$ cat src/rtl/fetch_queue_unit_if.sv
// rtl/fetch_queue_unit_if.sv - instruction memory request/grant and response bundle
interface fetch_queue_unit_if #(
  parameter int XLEN = 32
);
  logic            imem_req;
  logic [XLEN-1:0] imem_addr;
  logic            imem_gnt;
  logic            imem_rvalid;
  logic [31:0]     imem_rdata;

  modport master (
    output imem_req, imem_addr,
    input  imem_gnt, imem_rvalid, imem_rdata
  );

  modport slave (
    input  imem_req, imem_addr,
    output imem_gnt, imem_rvalid, imem_rdata
  );
endinterface

$ cat src/rtl/fetch_queue_unit.sv
// rtl/fetch_queue_unit.sv - prefetching fetch stage with a DEPTH-entry instruction queue (optional FETCH_BYPASS_EN)
module fetch_queue_unit #(
  parameter int              XLEN     = 32,
  parameter int              DEPTH    = 4,
  parameter logic [XLEN-1:0] RESET_PC = '0
) (
  input  logic                stage_clk,
  input  logic                reset_n,
  fetch_queue_unit_if.master  imem,
  input  logic                take_new_pc,
  input  logic [XLEN-1:0]     pc_new,
  input  logic                stage_ena,
  input  logic                stage_x,
  output logic [31:0]         instr,
  output logic [XLEN-1:0]     pc_dec,
  output logic                instr_valid,
  output logic [XLEN-1:0]     fetch_pc
);
  localparam int            CW      = $clog2(DEPTH) + 1;
  localparam int            AW      = $clog2(DEPTH);
  localparam logic [CW-1:0] DEPTH_C = CW'(DEPTH);

  logic [XLEN-1:0] resp_pc;
  logic [CW-1:0]   count;
  logic [CW-1:0]   outstanding;
  logic [CW-1:0]   drop_cnt;
  logic [AW-1:0]   rd_ptr;
  logic [AW-1:0]   wr_ptr;
  logic [XLEN-1:0] q_pc    [DEPTH];
  logic [31:0]     q_instr [DEPTH];

  logic [CW:0]     credit_used;
  logic [CW-1:0]   outstanding_nxt;
  logic            grant;
  logic            rsp_take;
  logic            rsp_drop;
  logic            rsp_good;
  logic            out_bubble;
  logic            bypass;
  logic            push;
  logic            pop;

  assign imem.imem_addr = fetch_pc;

  // Request credit, response classification and queue push/pop decisions
  always_comb begin
    credit_used   = {1'b0, count} + {1'b0, outstanding};
    imem.imem_req = reset_n && (credit_used < {1'b0, DEPTH_C});
    grant         = imem.imem_req && imem.imem_gnt;
    // A response with nothing outstanding is a leftover from before a reset
    rsp_take      = imem.imem_rvalid && (outstanding != '0);
    rsp_drop      = rsp_take && (drop_cnt != '0);
    rsp_good      = rsp_take && (drop_cnt == '0);
    outstanding_nxt = outstanding;
    if (grant)    outstanding_nxt = outstanding_nxt + CW'(1);
    if (rsp_take) outstanding_nxt = outstanding_nxt - CW'(1);
    out_bubble    = stage_x || take_new_pc;
`ifdef FETCH_BYPASS_EN
    bypass        = rsp_good && (count == '0) && stage_ena && !out_bubble;
`else
    bypass        = 1'b0;
`endif
    pop           = !out_bubble && stage_ena && (count != '0);
    push          = rsp_good && !take_new_pc && !bypass;
  end

  // Fetch/response PCs, credit counters and queue pointers; redirect flushes
  always_ff @(posedge stage_clk or negedge reset_n) begin
    if (!reset_n) begin
      fetch_pc    <= RESET_PC;
      resp_pc     <= RESET_PC;
      count       <= '0;
      outstanding <= '0;
      drop_cnt    <= '0;
      rd_ptr      <= '0;
      wr_ptr      <= '0;
    end else begin
      outstanding <= outstanding_nxt;
      if (take_new_pc) begin
        // Everything still in flight, including this cycle's grant, is stale
        fetch_pc <= pc_new;
        resp_pc  <= pc_new;
        count    <= '0;
        rd_ptr   <= '0;
        wr_ptr   <= '0;
        drop_cnt <= outstanding_nxt;
      end else begin
        if (grant)    fetch_pc <= fetch_pc + XLEN'(4);
        if (rsp_good) resp_pc  <= resp_pc + XLEN'(4);
        if (rsp_drop) drop_cnt <= drop_cnt - CW'(1);
        if (push)     wr_ptr   <= wr_ptr + AW'(1);
        if (pop)      rd_ptr   <= rd_ptr + AW'(1);
        case ({push, pop})
          2'b10:   count <= count + CW'(1);
          2'b01:   count <= count - CW'(1);
          default: ;
        endcase
      end
    end
  end

  // Queue storage; entries are only read while count says they are valid
  always_ff @(posedge stage_clk) begin
    if (push) begin
      q_pc[wr_ptr]    <= resp_pc;
      q_instr[wr_ptr] <= imem.imem_rdata;
    end
  end

  // Decode-facing output register: bubble on stage_x/redirect, hold when not enabled
  always_ff @(posedge stage_clk or negedge reset_n) begin
    if (!reset_n) begin
      instr       <= '0;
      pc_dec      <= '0;
      instr_valid <= 1'b0;
    end else if (out_bubble) begin
      instr       <= '0;
      pc_dec      <= '0;
      instr_valid <= 1'b0;
    end else if (stage_ena) begin
      if (bypass) begin
        instr       <= imem.imem_rdata;
        pc_dec      <= resp_pc;
        instr_valid <= 1'b1;
      end else if (count != '0) begin
        instr       <= q_instr[rd_ptr];
        pc_dec      <= q_pc[rd_ptr];
        instr_valid <= 1'b1;
      end else begin
        instr       <= '0;
        pc_dec      <= '0;
        instr_valid <= 1'b0;
      end
    end
  end
endmodule

$ cat src/flat_wrapper.sv
// flat-port wrapper written by rule: the top's interface ports become plain ports
module fetch_queue_unit_flat 
#(
  parameter int              XLEN     = 32,
  parameter int              DEPTH    = 4,
  parameter logic [XLEN-1:0] RESET_PC = '0
)
  (stage_clk, reset_n, take_new_pc, pc_new, stage_ena, stage_x, instr, pc_dec, instr_valid, fetch_pc, imem_imem_req, imem_imem_addr, imem_imem_gnt, imem_imem_rvalid, imem_imem_rdata);
  fetch_queue_unit_if #(.XLEN(XLEN)) imem_i ();
  input  logic stage_clk;
  input  logic reset_n;
  input  logic take_new_pc;
  input  logic [XLEN-1:0] pc_new;
  input  logic stage_ena;
  input  logic stage_x;
  output logic [31:0] instr;
  output logic [XLEN-1:0] pc_dec;
  output logic instr_valid;
  output logic [XLEN-1:0] fetch_pc;
  output wire logic [$bits(imem_i.imem_req)-1:0] imem_imem_req;
  output wire logic [$bits(imem_i.imem_addr)-1:0] imem_imem_addr;
  input wire logic [$bits(imem_i.imem_gnt)-1:0] imem_imem_gnt;
  input wire logic [$bits(imem_i.imem_rvalid)-1:0] imem_imem_rvalid;
  input wire logic [$bits(imem_i.imem_rdata)-1:0] imem_imem_rdata;
  assign imem_imem_req = imem_i.imem_req;
  assign imem_imem_addr = imem_i.imem_addr;
  assign imem_i.imem_gnt = imem_imem_gnt;
  assign imem_i.imem_rvalid = imem_imem_rvalid;
  assign imem_i.imem_rdata = imem_imem_rdata;
  fetch_queue_unit #(.XLEN(XLEN), .DEPTH(DEPTH), .RESET_PC(RESET_PC)) u_core (.stage_clk(stage_clk), .reset_n(reset_n), .imem(imem_i), .take_new_pc(take_new_pc), .pc_new(pc_new), .stage_ena(stage_ena), .stage_x(stage_x), .instr(instr), .pc_dec(pc_dec), .instr_valid(instr_valid), .fetch_pc(fetch_pc));
endmodule
$ cat config.mk
export PLATFORM = sky130hd
export DESIGN_NAME = fetch_queue_unit_flat
export DESIGN_NICKNAME = d
export VERILOG_FILES = /design/src/rtl/fetch_queue_unit_if.sv /design/src/rtl/fetch_queue_unit.sv /design/src/flat_wrapper.sv
export SDC_FILE = /design/constraint.sdc
export NUM_CORES = 1
export LEC_CHECK = 0
export CAP_MARGIN = 20
export CORE_AREA = 2 2 175 177
export DETAILED_ROUTE_END_ITERATION = 10
export DIE_AREA = 0 0 177 179
export GPL_ROUTABILITY_DRIVEN = 0
export GPL_TIMING_DRIVEN = 0
export MAX_ROUTING_LAYER = met4
export PLACE_DENSITY = 0.74
export SLEW_MARGIN = 10
export SYNTH_ARGS = -nofsm -noshare
export SYNTH_HDL_FRONTEND = slang
export SYNTH_SLANG_ARGS = --single-unit
$ cat constraint.sdc
create_clock -name stage_clk -period 4.05 [get_ports stage_clk]
set_clock_uncertainty 0.2 [all_clocks]
set_input_delay 1.0125 -clock stage_clk [delete_from_list [all_inputs] [get_ports stage_clk]]
set_output_delay 1.0125 -clock stage_clk [all_outputs]
set_load 0.01 [all_outputs]
Word-level counts from Yosys, hierarchy flattened
Memories as Yosys holds them, arrays and structs flattened.
Cells that the tools add are included.
W data, S select, Z words.
{"block": "totals", "regBits": 142, "mem_bits_rw": 256, "output_inout_bits": 130, "input_bits": 71, "memories": 2, "word_cells": 72}
{"name": "u_core.q_instr", "depth": 4, "width": 32, "rd": 1, "rd_ports_with_merged_regs": 0, "wr": 1, "line": "fetch_queue_unit.sv:30", "source": "logic [31:0] q_instr [DEPTH];"}
{"name": "u_core.q_pc", "depth": 4, "width": 32, "rd": 1, "rd_ports_with_merged_regs": 0, "wr": 1, "line": "fetch_queue_unit.sv:29", "source": "logic [XLEN-1:0] q_pc [DEPTH];"}
{"block": "op_classes", "magnitude_cmp": 1, "n_eq_ne": 2, "mux": 25, "n_addsub": 10, "n_reduce_logical": 22}
{"op": "$mux W32", "n": 10}
{"op": "$add A32 B3 Y32 const B", "n": 2}
{"op": "$mux W3", "n": 5}
{"op": "$reduce_bool A2 Y1", "n": 6}
{"op": "$reduce_bool A3 Y1", "n": 4}
{"op": "$sub A3 B1 Y3 const B", "n": 3}
{"op": "$logic_and A1 B1 Y1", "n": 8}
{"op": "$mux W2", "n": 4}
{"op": "$add A3 B1 Y3 const B", "n": 2}
{"op": "$pmux W3 S2", "n": 1}
{"op": "$mux W1", "n": 5}
{"op": "$add A2 B1 Y2 const B", "n": 2}
{"op": "$add A3 B3 Y4", "n": 1}
{"op": "$lt A4 B3 Y1 const B", "n": 1}
{"op": "$logic_not A3 Y1", "n": 1}
{"op": "$eq A2 B1 Y1 const B", "n": 1}
{"op": "$eq A2 B2 Y1 const B", "n": 1}
{"op": "$logic_not A1 Y1", "n": 2}
{"op": "$logic_or A1 B1 Y1", "n": 1}

Logic depth before layout (Yosys ltp)
{"block": "depth", "depth_word": 8, "ltp_mapped": 11, "ltp_nobuf": 10}

Worst setup path after synthesis
No wires, ideal clock.
{"block": "synth_timing", "path_kind": "input to register", "start": "in take_new_pc", "end": "mem u_core.q_instr[1][0], enable pin", "path_slack_ns": 0.258, "arrival_ns": 3.162, "t_required_ns": 3.421, "cell_stages": 4, "path_cell_list": "clkbuf_1 > clkinv_1 > clkbuf_1 > and3_1"}
{"block": "synth_via", "elab_chain_cells": 4}
{"element": "start: declaration", "line": "flat_wrapper.sv:12", "source": "input logic take_new_pc;"}
{"element": "$logic_not A1 Y1", "line": "fetch_queue_unit.sv:64", "source": "push = rsp_good && !take_new_pc && !bypass;"}
{"element": "$logic_and A1 B1 Y1", "line": "fetch_queue_unit.sv:64"}
{"element": "$mux W1", "line": "fetch_queue_unit.sv:104", "source": "if (push) begin"}
{"element": "$mux W1 (not written as such)", "line": "fetch_queue_unit.sv:106", "source": "q_instr[wr_ptr] <= imem.imem_rdata;"}
{"element": "end: declaration", "line": "fetch_queue_unit.sv:30"}
Every way passes these cells.

Worst setup path in the final report
{"block": "layout_timing", "start": "in reset_n", "end": "out imem_imem_req"}
{"block": "layout_via", "elab_chain_cells": 1}
{"element": "start: declaration", "line": "flat_wrapper.sv:11", "source": "input logic reset_n;"}
{"element": "$logic_and A1 B1 Y1", "line": "fetch_queue_unit.sv:48", "source": "imem.imem_req = reset_n && (credit_used < {1'b0, DEPTH_C});"}
{"element": "end: declaration", "line": "flat_wrapper.sv:20", "source": "output wire logic [$bits(imem_i.imem_req)-1:0] imem_imem_req;"}
Every way passes these cells.

==> metrics <==
Post-Place Cells=1563; f_max=257 MHz; clk_lat worst skew=0.54 ns; Ys Warns=0; I/O pin total=201; Setup TNS=0 ns; proportion of layout cells with a drive suffix above 1=0.162; Netlist cell types=44; CTS tree=built; Initial Util=0.538; GRT Resource Usage Total=0.241; Area Growth Syn to Fin=24.2%; r2r setup slk=0.93 ns; total wire length=36500 um; final period utilization=0.962; critical path class=in -> out; drt wl/cell=22.3 um; max-cap check violation count=0; post-synthesis sequential area ratio=0.695; Gate Count Post-Synth=963; max_slew headroom=0.286; DRC viols=0; 1st-pass router iterations=5; maximum vdd drop=0.234 mV; clock sinks=398; hold_buf cts=0; Synth Flop Type=edfxtp_1; Site Rows=64; Hold Path Class=in -> async; H-tree Lvls=2; Vias=9539; fin area=20100 sq um; hpwl dp=23300 um; first-pass GRT wire length=56000 um; most frequent cells in the layout=256 x edfxtp_1, 198 x clkdlybuf4s50_1, 142 x dfrtp_1; Syn Nets=1048; Power Dens Cells=465 nW/um^2; DRT iter0 DRCs=687; Startpoint Class=primary input; commonest non-fill, non-tap cell in the layout=edfxtp_1; Final ANT Viol Nets=0; Core Region=30000 sq um; vias per std cell=5.82; Worst Max-Slew Pin Slew=1.07 ns; placed cell area=18800 sq um; clock period minus final worst setup slack=3.90 ns; CTS root buf=clkbuf_16; Finished Layout Cells=1639; nets=1296; Final Hold Fails=0; critical path peak fanout=49; Critical Path AT=2.68 ns; floorplan die height=179 um; DIE AREA=31700 sq um; vias in the first global route=9816; # setup viols final=0; Num CTS Buffers=40; largest net degree at the start of global routing=52; Antenna Cells=0; Die Wd=177 um; antenna violations before repair=0; # port buffers=199; CTS max path bufs=3; Clock transition at path regs=0.06 ns; Netlist Area Pre-Place=16200 sq um; Core Util, Final=0.668; number of synthesized register bits=398; FFs w/ async S/R, synth=0.357; global route overflow=0; Leak=7.21 nW; status=finished clean; Worst Path Required=2.84 ns; Mean Syn Cell Area=16.8 sq um; RSZ-0062 raised after global routing=false; max-slew violations=0; CP Capture Type=output port; Post-synth EDFFs=256
-- cell usage after synthesis (2+ instances only) --
master    instances  area share
and2_1            5      0.0019
ha_1             13       0.010
xnor2_1          29       0.016
buf_4            32       0.015
xor2_1           30       0.016
a21boi_0          9      0.0042
a21o_1            3      0.0014
a22o_1           64       0.035
nand4_1          21      0.0081
o21ai_0           9      0.0028
or3_1             5      0.0019
edfxtp_1        256        0.48
a21oi_1          19      0.0059
dfrtp_1         142        0.22
mux4_2           64       0.089
inv_1            14      0.0033
nand3_1          24      0.0074
and3_1           22      0.0085
nor3_1           11      0.0034
nor2b_1           2     0.00077
mux2i_1           7      0.0043
buf_2             5      0.0015
nand2_1          25      0.0058
or2_2             2     0.00077
buf_1             8      0.0019
clkbuf_1         40      0.0093
nor4_1           20      0.0077
nor2_1           22      0.0051
a31oi_1           5      0.0019
mux2_2           30       0.021
nor4b_2           2      0.0019
nand2b_1          6      0.0023
and4_1            6      0.0033
-- final cells by class --
type / count / area [sq um]
Tap cell: 396 / 495
Inverter: 15 / 56.3
Buffer: 85 / 445
Multi-Input combinational cell: 465 / 4450
Timing Repair Buffer: 206 / 2170
Clock inverter: 19 / 118
Clock buffer: 55 / 1090
Fill cell: 2077 / 9960
Sequential cell: 398 / 11200
-- critical path, cell delays in order --
cell and delay [ns]:
buf_8 0.32, buf_16 0.30, nor4b_4 0.29, and2_1 0.18, clkdlybuf4s50_1 0.54
-- metrics by stage --
step / total power (W) / worst slack [ns] / hold WS [ns]
2_1_floorplan: 0.00543 / 0.258 / 0.276
3_3_place_gp: 0.00592 / -5.77 / 0.260
3_5_place_dp: 0.00596 / -0.455 / 0.266
4_1_cts: 0.00940 / 0.112 / 0.192
6_report: 0.00934 / 0.153 / 0.193
5_1_grt: 0.00970 / 0.00178 / 0.196
-- state kept, by name (all words and copies together) (netlist names) --
signal,cells
u_core.instr,32
u_core.count,3
u_core.resp_pc,32
u_core.drop_cnt,3
u_core.wr_ptr,2
u_core.outstanding,3
u_core.q_instr,128
u_core.fetch_pc,32
u_core.instr_valid,1
u_core.q_pc,128
u_core.rd_ptr,2
u_core.pc_dec,32
-- path summary, 6_finish.rpt --
check / start / to / depth (start not counted)
worst min-delay path: reset_n / u_core.instr[12]$_DFFE_PN0P_ / 1
worst min register to register: u_core.instr_valid$_DFFE_PN0P_ / u_core.instr_valid$_DFFE_PN0P_ / 1
min in group stage_clk: u_core.instr_valid$_DFFE_PN0P_ / u_core.instr_valid$_DFFE_PN0P_ / 1
max in group asynchronous: reset_n / u_core.resp_pc[11]$_DFFE_PN0N_ / 2
worst max register to register: u_core.outstanding[0]$_DFF_PN0_ / u_core.count[2]$_DFFE_PN0P_ / 11
worst max-delay path: reset_n / imem_imem_req / 5
-- power breakdown --
part | switching, W | total, W | internal, W
combinational | 0.000544 | 0.00113 | 0.000588
sequential | 0.000218 | 0.00477 | 0.00456
clock | 0.00148 | 0.00343 | 0.00195
-- kinds of logic after synthesis --
family | after synthesis | synth area share
AOI/OAI and AO/OA | 112 | 0.0525
DFF | 398 | 0.695
adders and majority gates | 14 | 0.0113
buffers and inverters | 100 | 0.0310
xor gates and xnor gates | 59 | 0.0320
muxes | 101 | 0.114
and+or+nand+nor | 179 | 0.0635
-- per-layer routing --
metal	vias to the layer above	track usage	routed length, um
li1	4224	-	-
met1	4899	0.331	15700
met2	374	0.395	18100
met3	42	0.0348	2260
met4	0	0.0427	433
met5	-	-	0
-- timing repair --
item                       in CTS  in global routing
buffers inserted                1                  0
setup endpoints to repair       1                  0
gates resized for setup         1                  0
Note: power is estimated with default switching activity, not from simulation.
